**src/rtl/riscv_fetch_buffer_if.sv**
```systemverilog
// Handshake bundle between riscv_fetch_buffer, instruction memory and the ID stage.
// master = fetch buffer side, slave = memory/ID side.
interface riscv_fetch_buffer_if #(
    parameter int unsigned XLEN  = 32,
    parameter int unsigned DEPTH = 4
);
    localparam int unsigned OccW = $clog2(DEPTH) + 1;

    logic            imem_req_valid;
    logic            imem_req_ready;
    logic [XLEN-1:0] imem_req_addr;
    logic            imem_rsp_valid;
    logic [31:0]     imem_rsp_inst;
    logic            redirect_valid;
    logic [XLEN-1:0] redirect_pc;
    logic            id_valid;
    logic [31:0]     id_inst;
    logic [XLEN-1:0] id_pc;
    logic            id_ready;
    logic [OccW-1:0] occupancy;

    modport master (
        output imem_req_valid, imem_req_addr, id_valid, id_inst, id_pc, occupancy,
        input  imem_req_ready, imem_rsp_valid, imem_rsp_inst, redirect_valid, redirect_pc,
               id_ready
    );

    modport slave (
        input  imem_req_valid, imem_req_addr, id_valid, id_inst, id_pc, occupancy,
        output imem_req_ready, imem_rsp_valid, imem_rsp_inst, redirect_valid, redirect_pc,
               id_ready
    );
endinterface

```
**src/rtl/riscv_fetch_buffer.sv**
```systemverilog
// DEPTH-entry instruction prefetch queue: entries reserved at request, filled in order by responses.
// Define RISCV_FETCH_BYPASS_EN to forward a response straight to ID when it fills the head entry.
module riscv_fetch_buffer #(
    parameter int unsigned     XLEN     = 32,
    parameter int unsigned     DEPTH    = 4,
    parameter logic [XLEN-1:0] RESET_PC = '0
) (
    input logic                  clk,
    input logic                  x_reset,
    riscv_fetch_buffer_if.master bus
);
    localparam int unsigned IdxW = $clog2(DEPTH);
    localparam int unsigned PtrW = IdxW + 1;
    typedef logic [PtrW-1:0] ptr_t;
    localparam ptr_t PtrOne   = ptr_t'(1);
    localparam ptr_t PtrDepth = ptr_t'(DEPTH);

    ptr_t            head_q, head_d, alloc_q, alloc_d, fill_q, fill_d;
    ptr_t            drop_cnt_q, drop_cnt_d;
    logic [XLEN-1:0] fetch_pc_q, fetch_pc_d, last_pc_q, last_pc_d;
    logic [31:0]     last_inst_q, last_inst_d;
    logic [XLEN-1:0] pc_q   [DEPTH];
    logic [XLEN-1:0] pc_d   [DEPTH];
    logic [31:0]     inst_q [DEPTH];
    logic [31:0]     inst_d [DEPTH];
    logic [DEPTH-1:0] filled_q, filled_d;

    ptr_t            occ, pending;
    logic [IdxW-1:0] head_idx, alloc_idx, fill_idx;
    logic            req_fire, rsp_take, rsp_drop, id_fire;
    logic [PtrW:0]   drop_sum;

    assign occ       = alloc_q - head_q;
    assign pending   = alloc_q - fill_q;
    assign head_idx  = head_q[IdxW-1:0];
    assign alloc_idx = alloc_q[IdxW-1:0];
    assign fill_idx  = fill_q[IdxW-1:0];

    assign bus.imem_req_valid = !x_reset && !bus.redirect_valid && (occ < PtrDepth);
    assign bus.imem_req_addr  = fetch_pc_q;
    assign bus.occupancy      = occ;

    assign req_fire = bus.imem_req_valid && bus.imem_req_ready;
    assign rsp_take = bus.imem_rsp_valid && !bus.redirect_valid && (drop_cnt_q == '0) &&
                      (pending != '0);
    assign rsp_drop = bus.imem_rsp_valid && !bus.redirect_valid && (drop_cnt_q != '0);
    assign id_fire  = bus.id_valid && bus.id_ready;

`ifdef RISCV_FETCH_BYPASS_EN
    logic bypass;
    // Head is the pending entry this response fills.
    assign bypass = rsp_take && (fill_q == head_q);

    always_comb begin
        bus.id_valid = filled_q[head_idx] || bypass;
        bus.id_pc    = (filled_q[head_idx] || bypass) ? pc_q[head_idx] : last_pc_q;
        if (filled_q[head_idx]) begin
            bus.id_inst = inst_q[head_idx];
        end else if (bypass) begin
            bus.id_inst = bus.imem_rsp_inst;
        end else begin
            bus.id_inst = last_inst_q;
        end
    end
`else
    always_comb begin
        bus.id_valid = filled_q[head_idx];
        bus.id_pc    = filled_q[head_idx] ? pc_q[head_idx] : last_pc_q;
        bus.id_inst  = filled_q[head_idx] ? inst_q[head_idx] : last_inst_q;
    end
`endif

    always_comb begin
        head_d      = head_q;
        alloc_d     = alloc_q;
        fill_d      = fill_q;
        drop_cnt_d  = drop_cnt_q;
        fetch_pc_d  = fetch_pc_q;
        pc_d        = pc_q;
        inst_d      = inst_q;
        filled_d    = filled_q;
        last_pc_d   = bus.id_valid ? bus.id_pc : last_pc_q;
        last_inst_d = bus.id_valid ? bus.id_inst : last_inst_q;
        drop_sum    = {1'b0, drop_cnt_q} + {1'b0, pending};

        if (bus.redirect_valid) begin
            filled_d   = '0;
            head_d     = alloc_q;
            fill_d     = alloc_q;
            fetch_pc_d = {bus.redirect_pc[XLEN-1:2], 2'b00};
            // Every response still owed by memory must be dropped, minus one arriving now.
            if (bus.imem_rsp_valid && drop_sum != '0) begin
                drop_sum = drop_sum - (PtrW + 1)'(1);
            end
            drop_cnt_d = drop_sum[PtrW] ? '1 : drop_sum[PtrW-1:0];
        end else begin
            if (req_fire) begin
                pc_d[alloc_idx] = fetch_pc_q;
                alloc_d         = alloc_q + PtrOne;
                fetch_pc_d      = fetch_pc_q + XLEN'(4);
            end
            if (rsp_drop) begin
                drop_cnt_d = drop_cnt_q - PtrOne;
            end
            if (rsp_take) begin
                inst_d[fill_idx]   = bus.imem_rsp_inst;
                filled_d[fill_idx] = 1'b1;
                fill_d             = fill_q + PtrOne;
            end
            // Clearing after the fill leaves a bypassed-and-consumed entry unfilled.
            if (id_fire) begin
                filled_d[head_idx] = 1'b0;
                head_d             = head_q + PtrOne;
            end
        end
    end

    always_ff @(posedge clk or posedge x_reset) begin
        if (x_reset) begin
            head_q      <= '0;
            alloc_q     <= '0;
            fill_q      <= '0;
            drop_cnt_q  <= '0;
            fetch_pc_q  <= RESET_PC;
            last_pc_q   <= '0;
            last_inst_q <= '0;
            pc_q        <= '{default: '0};
            inst_q      <= '{default: '0};
            filled_q    <= '0;
        end else begin
            head_q      <= head_d;
            alloc_q     <= alloc_d;
            fill_q      <= fill_d;
            drop_cnt_q  <= drop_cnt_d;
            fetch_pc_q  <= fetch_pc_d;
            last_pc_q   <= last_pc_d;
            last_inst_q <= last_inst_d;
            pc_q        <= pc_d;
            inst_q      <= inst_d;
            filled_q    <= filled_d;
        end
    end

    // A response with nothing pending and nothing to drop means the memory side lost sync.
    assert property (@(posedge clk) disable iff (x_reset)
        !(bus.imem_rsp_valid && !bus.redirect_valid && drop_cnt_q == '0 && pending == '0));
endmodule

```
**src/flat_wrapper.sv**
```systemverilog
// flat-port wrapper written by rule: the top's interface ports become plain ports
module riscv_fetch_buffer_flat 
#(
    parameter int unsigned     XLEN     = 32,
    parameter int unsigned     DEPTH    = 4,
    parameter logic [XLEN-1:0] RESET_PC = '0
)
  (clk, x_reset, bus_imem_req_valid, bus_imem_req_addr, bus_id_valid, bus_id_inst, bus_id_pc, bus_occupancy, bus_imem_req_ready, bus_imem_rsp_valid, bus_imem_rsp_inst, bus_redirect_valid, bus_redirect_pc, bus_id_ready);
  riscv_fetch_buffer_if #(.XLEN(XLEN), .DEPTH(DEPTH)) bus_i ();
  input logic clk;
  input logic x_reset;
  output wire logic [$bits(bus_i.imem_req_valid)-1:0] bus_imem_req_valid;
  output wire logic [$bits(bus_i.imem_req_addr)-1:0] bus_imem_req_addr;
  output wire logic [$bits(bus_i.id_valid)-1:0] bus_id_valid;
  output wire logic [$bits(bus_i.id_inst)-1:0] bus_id_inst;
  output wire logic [$bits(bus_i.id_pc)-1:0] bus_id_pc;
  output wire logic [$bits(bus_i.occupancy)-1:0] bus_occupancy;
  input wire logic [$bits(bus_i.imem_req_ready)-1:0] bus_imem_req_ready;
  input wire logic [$bits(bus_i.imem_rsp_valid)-1:0] bus_imem_rsp_valid;
  input wire logic [$bits(bus_i.imem_rsp_inst)-1:0] bus_imem_rsp_inst;
  input wire logic [$bits(bus_i.redirect_valid)-1:0] bus_redirect_valid;
  input wire logic [$bits(bus_i.redirect_pc)-1:0] bus_redirect_pc;
  input wire logic [$bits(bus_i.id_ready)-1:0] bus_id_ready;
  assign bus_imem_req_valid = bus_i.imem_req_valid;
  assign bus_imem_req_addr = bus_i.imem_req_addr;
  assign bus_id_valid = bus_i.id_valid;
  assign bus_id_inst = bus_i.id_inst;
  assign bus_id_pc = bus_i.id_pc;
  assign bus_occupancy = bus_i.occupancy;
  assign bus_i.imem_req_ready = bus_imem_req_ready;
  assign bus_i.imem_rsp_valid = bus_imem_rsp_valid;
  assign bus_i.imem_rsp_inst = bus_imem_rsp_inst;
  assign bus_i.redirect_valid = bus_redirect_valid;
  assign bus_i.redirect_pc = bus_redirect_pc;
  assign bus_i.id_ready = bus_id_ready;
  riscv_fetch_buffer #(.XLEN(XLEN), .DEPTH(DEPTH), .RESET_PC(RESET_PC)) u_core (.clk(clk), .x_reset(x_reset), .bus(bus_i));
endmodule
```
**config.mk**
```make
export PLATFORM = sky130hd
export DESIGN_NAME = riscv_fetch_buffer_flat
export DESIGN_NICKNAME = d
export VERILOG_FILES = /design/src/rtl/riscv_fetch_buffer_if.sv /design/src/rtl/riscv_fetch_buffer.sv /design/src/flat_wrapper.sv
export SDC_FILE = /design/constraint.sdc
export NUM_CORES = 1
export LEC_CHECK = 0
export CAP_MARGIN = 15
export CORE_ASPECT_RATIO = 0.5
export CORE_MARGIN = 2
export CORE_UTILIZATION = 41
export DETAILED_ROUTE_END_ITERATION = 16
export HOLD_SLACK_MARGIN = 0.05
export PLACE_DENSITY = 0.67
export SLEW_MARGIN = 20
export SYNTH_ARGS = -nofsm -noshare
export SYNTH_HDL_FRONTEND = slang
export SYNTH_SLANG_ARGS = --single-unit
```
**constraint.sdc**
```tcl
create_clock -name clk -period 31.2 [get_ports clk]
set_clock_uncertainty 0.15 [all_clocks]
set_input_delay 6.24 -clock clk [delete_from_list [all_inputs] [get_ports clk]]
set_output_delay 6.24 -clock clk [all_outputs]
set_load 0.05 [all_outputs]
```
==> results by stage <==
CTS:
- The count of hold buffers inserted by post-cts repair is 0.
- Clock-pin slew was measured on the worst setup and hold paths at 0.06 ns.
- The number of H-tree levels is 2.
- The clock latency on the worst-skew pair is 0.53 ns.
- Clock tree synthesis selected as its root buffer the cell sky130_fd_sc_hd__clkbuf_16.
- The number of CTS-inserted buffers is 36.
- The number of instances resized during post-cts repair is 0.
- TritonCTS built the clock tree.
- The largest buffer count on any clock path is 3.
- Once the clock tree was built, the setup fixing pass inserted 0 buffers.
- Counting every sink on the clock net gives 358.

Route:
- The number of search-and-repair iterations in the first detailed-routing pass is 4.
- In the detailed route, the total length drawn on met3 is 1.09 mm.
- The top routing layer in use is met4.
- The length of routed wiring on met1 is 15.5 mm.
- The count of unresolved DRC violations after routing is 0.
- The routed length on met2 is 19.9 mm.
- In the routed layout, each cell is associated on average with a via count of 5.41.
- The final layout contains routed wiring with a total length of 37.4 mm.
- Once detail routing completed, the nets flagged for antenna violations numbered 0.
- The first routing iteration left 527 violations.
- For this block, the via count after detailed routing is 10,100.
- After detailed routing, the average wire length per cell comes to 20.1 um.

Die:
- 171 I/O pins were placed.
- The initial core utilization is 41.5%.
- The core region is 0.0404 mm2.
- The die extent in x is 290 um.
- The floorplan row count is 52.
- In this run the vertical extent of the chip is 147 um.
- The die covers 0.0427 mm2.

Pwr:
- The analysis attributes to net switching a power of 564 uW.
- The worst-case IR drop observed on VDD is 0.0422 mV.
- Combinational logic burns 35.1% of the power.
- The share of total power dissipated in the clock network is 24.6%.
- The switching fraction of total power is 32.8%.
- Summed over all cells, the static leakage comes to 0.00909 uW.
- The internal power summed over all cells is 1160 uW.
- The power density over cell area is 85.7 mW/mm2.
- The power share of the sequential group is 40.3%.

Timing:
- Dividing the final minimum period by the clock period gives 45.8%.
- The total of endpoints with negative setup slack in the final report is 0.
- The maximum achievable frequency is 70.0 MHz.
- The worst-margin pin slew is 1.15 ns.
- For the final routed database, the setup TNS stands at 0 ns.
- The max-slew violation total from the final report is 0.
- The headroom to the max-slew limit is 23.0%.
- Setup repair after global routing left no endpoint under its margin.
- The final number of hold-violating endpoints came to 0.
- The clock period could shrink to 14.28 ns.

Worst setup path:
- Of all nets on the critical path, the largest fanout is 4.
- Data on the critical path is required at its endpoint by 24.81 ns.
- The largest single stage delay on the critical path is 0.83 ns.
- The cell with the largest stage delay on the worst path is sky130_fd_sc_hd__clkdlybuf4s50_1.
- The data arrival time of the critical path is 7.89 ns.
- The worst setup path is launched from a primary input.
- The worst setup path category is primary input to output port.
- Walking the worst path, the cells encountered are clkdlybuf4s50_1, nor3_1, clkdlybuf4s50_1.
- The most numerous cell type found on the critical path is sky130_fd_sc_hd__clkdlybuf4s50_1.
- The critical path capture point type is an output port.

Min path:
- The path class of the tightest hold or removal check is register to register.

Logic synthesis:
- The cell area after technology mapping is 0.0168 mm2.
- Of the total synthesized cell area, the portion taken by full adders, half adders and majority gates is 1.92%.
- The synthesized netlist devotes 4.57% of its cell area to simple gates.
- The fraction of registers with async set/reset is 100%.
- Synthesis inferred 358 register bits.
- During synthesis, Yosys emitted a total of 0 warnings.
- Summing the areas of all compound-gate instances in the mapped netlist gives 2.54% of the synthesized area.
- The largest total area in the synthesized netlist belongs to sky130_fd_sc_hd__dfrtp_1.
- The mean cell area of the mapped netlist is 14.5 um2.
- Counting every instance in the synthesized netlist gives 1,155.
- The sequential cell area fraction in the yosys report is 53.4%.
- The count of flip-flops with a built-in enable after synthesis is 0.
- The xor-xnor portion of the synthesized cell area is 1.54%.
- The top cell type by area accounts for 53.4% of the synthesized area.
- After synthesis, the cell types taking the most area are sky130_fd_sc_hd__dfrtp_1, sky130_fd_sc_hd__mux2_2, sky130_fd_sc_hd__mux4_2, sky130_fd_sc_hd__ha_1, sky130_fd_sc_hd__nand2_1.
- The multiplexer area fraction after synthesis is 33.6%.
- After synthesis, the largest family of logic cells by area is multiplexers.
- The most used flip-flop cell after synthesis is sky130_fd_sc_hd__dfrtp_1.
- The netlist uses 48 different library cells.

Global route:
- The total global-route track usage is 17.8%.
- The residual overflow from global routing is 0.
- The number of antenna violations at the first check in global routing came to 0.
- The via count of the first global-routing pass is 11,100.
- The first global-routing pass estimated 60.8 mm of wire.
- The pin count of the biggest net entering global routing is 102.

Finish:
- Fill cells in the final layout number 3,361.
- The count of nets after finishing is 1,393.
- Compared with the post-synthesis result, the final layout area differs by 19.7%.
- In the final layout, the share of cells above drive strength 1 is 39.0%.
- The number of antenna diodes in the final layout is 0.
- Once layout is complete, the utilization of the core stands at 49.7%.

Run:
- The max-capacitance violation count is 0.

Place:
- The wire-length estimate of the detail-placed layout is 24.0 mm.
- The number of port buffers is 166.
- At the end of routability-driven placement, the weighted congestion stood at 0.819.

Outcome:
- The run finished with clean final reports.
## kinds of logic after synthesis
logic type / count (synthesis)
AOI/OAI and AO/OA: 68
xor gates and xnor gates: 26
adders and majority gates: 24
buffers and inverters: 96
DFF: 358
muxes: 438
other: 1
and+or+nand+nor: 144
## layout by cell type (no fill, tap or decap), types with 11 or more instances in the layout
cell	instances
sky130_fd_sc_hd__buf_4	11
sky130_fd_sc_hd__inv_1	20
sky130_fd_sc_hd__dfrtp_1	356
sky130_fd_sc_hd__clkbuf_16	37
sky130_fd_sc_hd__xnor2_1	14
sky130_fd_sc_hd__nand2_1	56
sky130_fd_sc_hd__ha_1	21
sky130_fd_sc_hd__nand4_1	15
sky130_fd_sc_hd__o21ai_0	29
sky130_fd_sc_hd__mux4_2	62
sky130_fd_sc_hd__nor2_1	18
sky130_fd_sc_hd__mux2_2	368
sky130_fd_sc_hd__nand3_1	13
sky130_fd_sc_hd__clkdlybuf4s50_1	165
## stage by stage
step           setup slack (ns)  cell area [um2]  std cells  power [uW]  hold WS (ns)
2_1_floorplan             14.86            16800       1156        1140         0.295
3_3_place_gp              16.92            18900       1801        1270         0.307
3_5_place_dp              16.91            18900       1801        1310         0.324
4_1_cts                   16.91            20100       1860        1740         0.334
5_1_grt                   16.87            20100       1860        1820         0.353
6_report                  16.92            20100       1860        1720         0.331
## cell usage after synthesis (all sizes together), types with 14 or more instances
library cell	n
buf	38
clkbuf	37
dfrtp	358
ha	21
inv	21
mux2	368
mux4	63
nand2	59
nand4	16
nor2	18
o21ai	29
xnor2	14
## flip-flops by register name, indices dropped and copies added, names as in the netlist
name and flops:
u_core.last_pc_q 32, u_core.alloc_q 3, u_core.bus.imem_req_addr 30, u_core.fill_q 3
u_core.last_inst_q 32, u_core.drop_cnt_q 3, u_core.filled_q 4, u_core.inst_q 128
u_core.pc_q 120, u_core.head_q 3
## routing by layer
metal	up-vias	track usage (%)
met3	74	2.92
met5	-	0
met4	0	5.55
met1	5342	21.8
met2	152	32.5
li1	4499	-
## power by group through the flow
stage	sequential (uW)	clock [uW]	combinational [uW]
after global routing	715	455	649
after detailed placement	703	0	610
after floorplan	679	0	459
after CTS	695	435	612
after global placement	687	0	584
final	694	424	604
## layout make-up
| class | count | area, um2 | share of cell area [%] |
|---|---|---|---|
| flip-flops and latches | 358 | 8960 | 44.6 |
| well taps | 540 | 676 | 3.36 |
| repair buffers | 180 | 1770 | 8.83 |
| clock buffers | 53 | 1090 | 5.41 |
| clock inverters | 6 | 55.1 | 0.274 |
| multi-input cells | 702 | 7450 | 37.1 |
| inverters | 21 | 86.3 | 0.430 |
## critical path, delay by kind of cell
family / cells / cell delay (ns)
and+or+nand+nor: 1 / 0.24
buffers and inverters: 2 / 1.41
## final timing paths
check | from | to | slack, ns | cells past startpoint
max | x_reset | bus_imem_req_valid | 16.92 | 3
min | u_core.pc_q[18] | u_core.pc_q[18] | 0.33 | 2
max reg2reg | u_core.head_q[1] | u_core.head_q[2] | 26.72 | 7
min reg2reg | u_core.pc_q[18] | u_core.pc_q[18] | 0.33 | 2
max in group asynchronous | x_reset | u_core.head_q[0] | 21.97 | 5
min in group asynchronous | x_reset | u_core.bus.imem_req_addr[3] | 6.19 | 2
(Power assumes the default switching activity.)
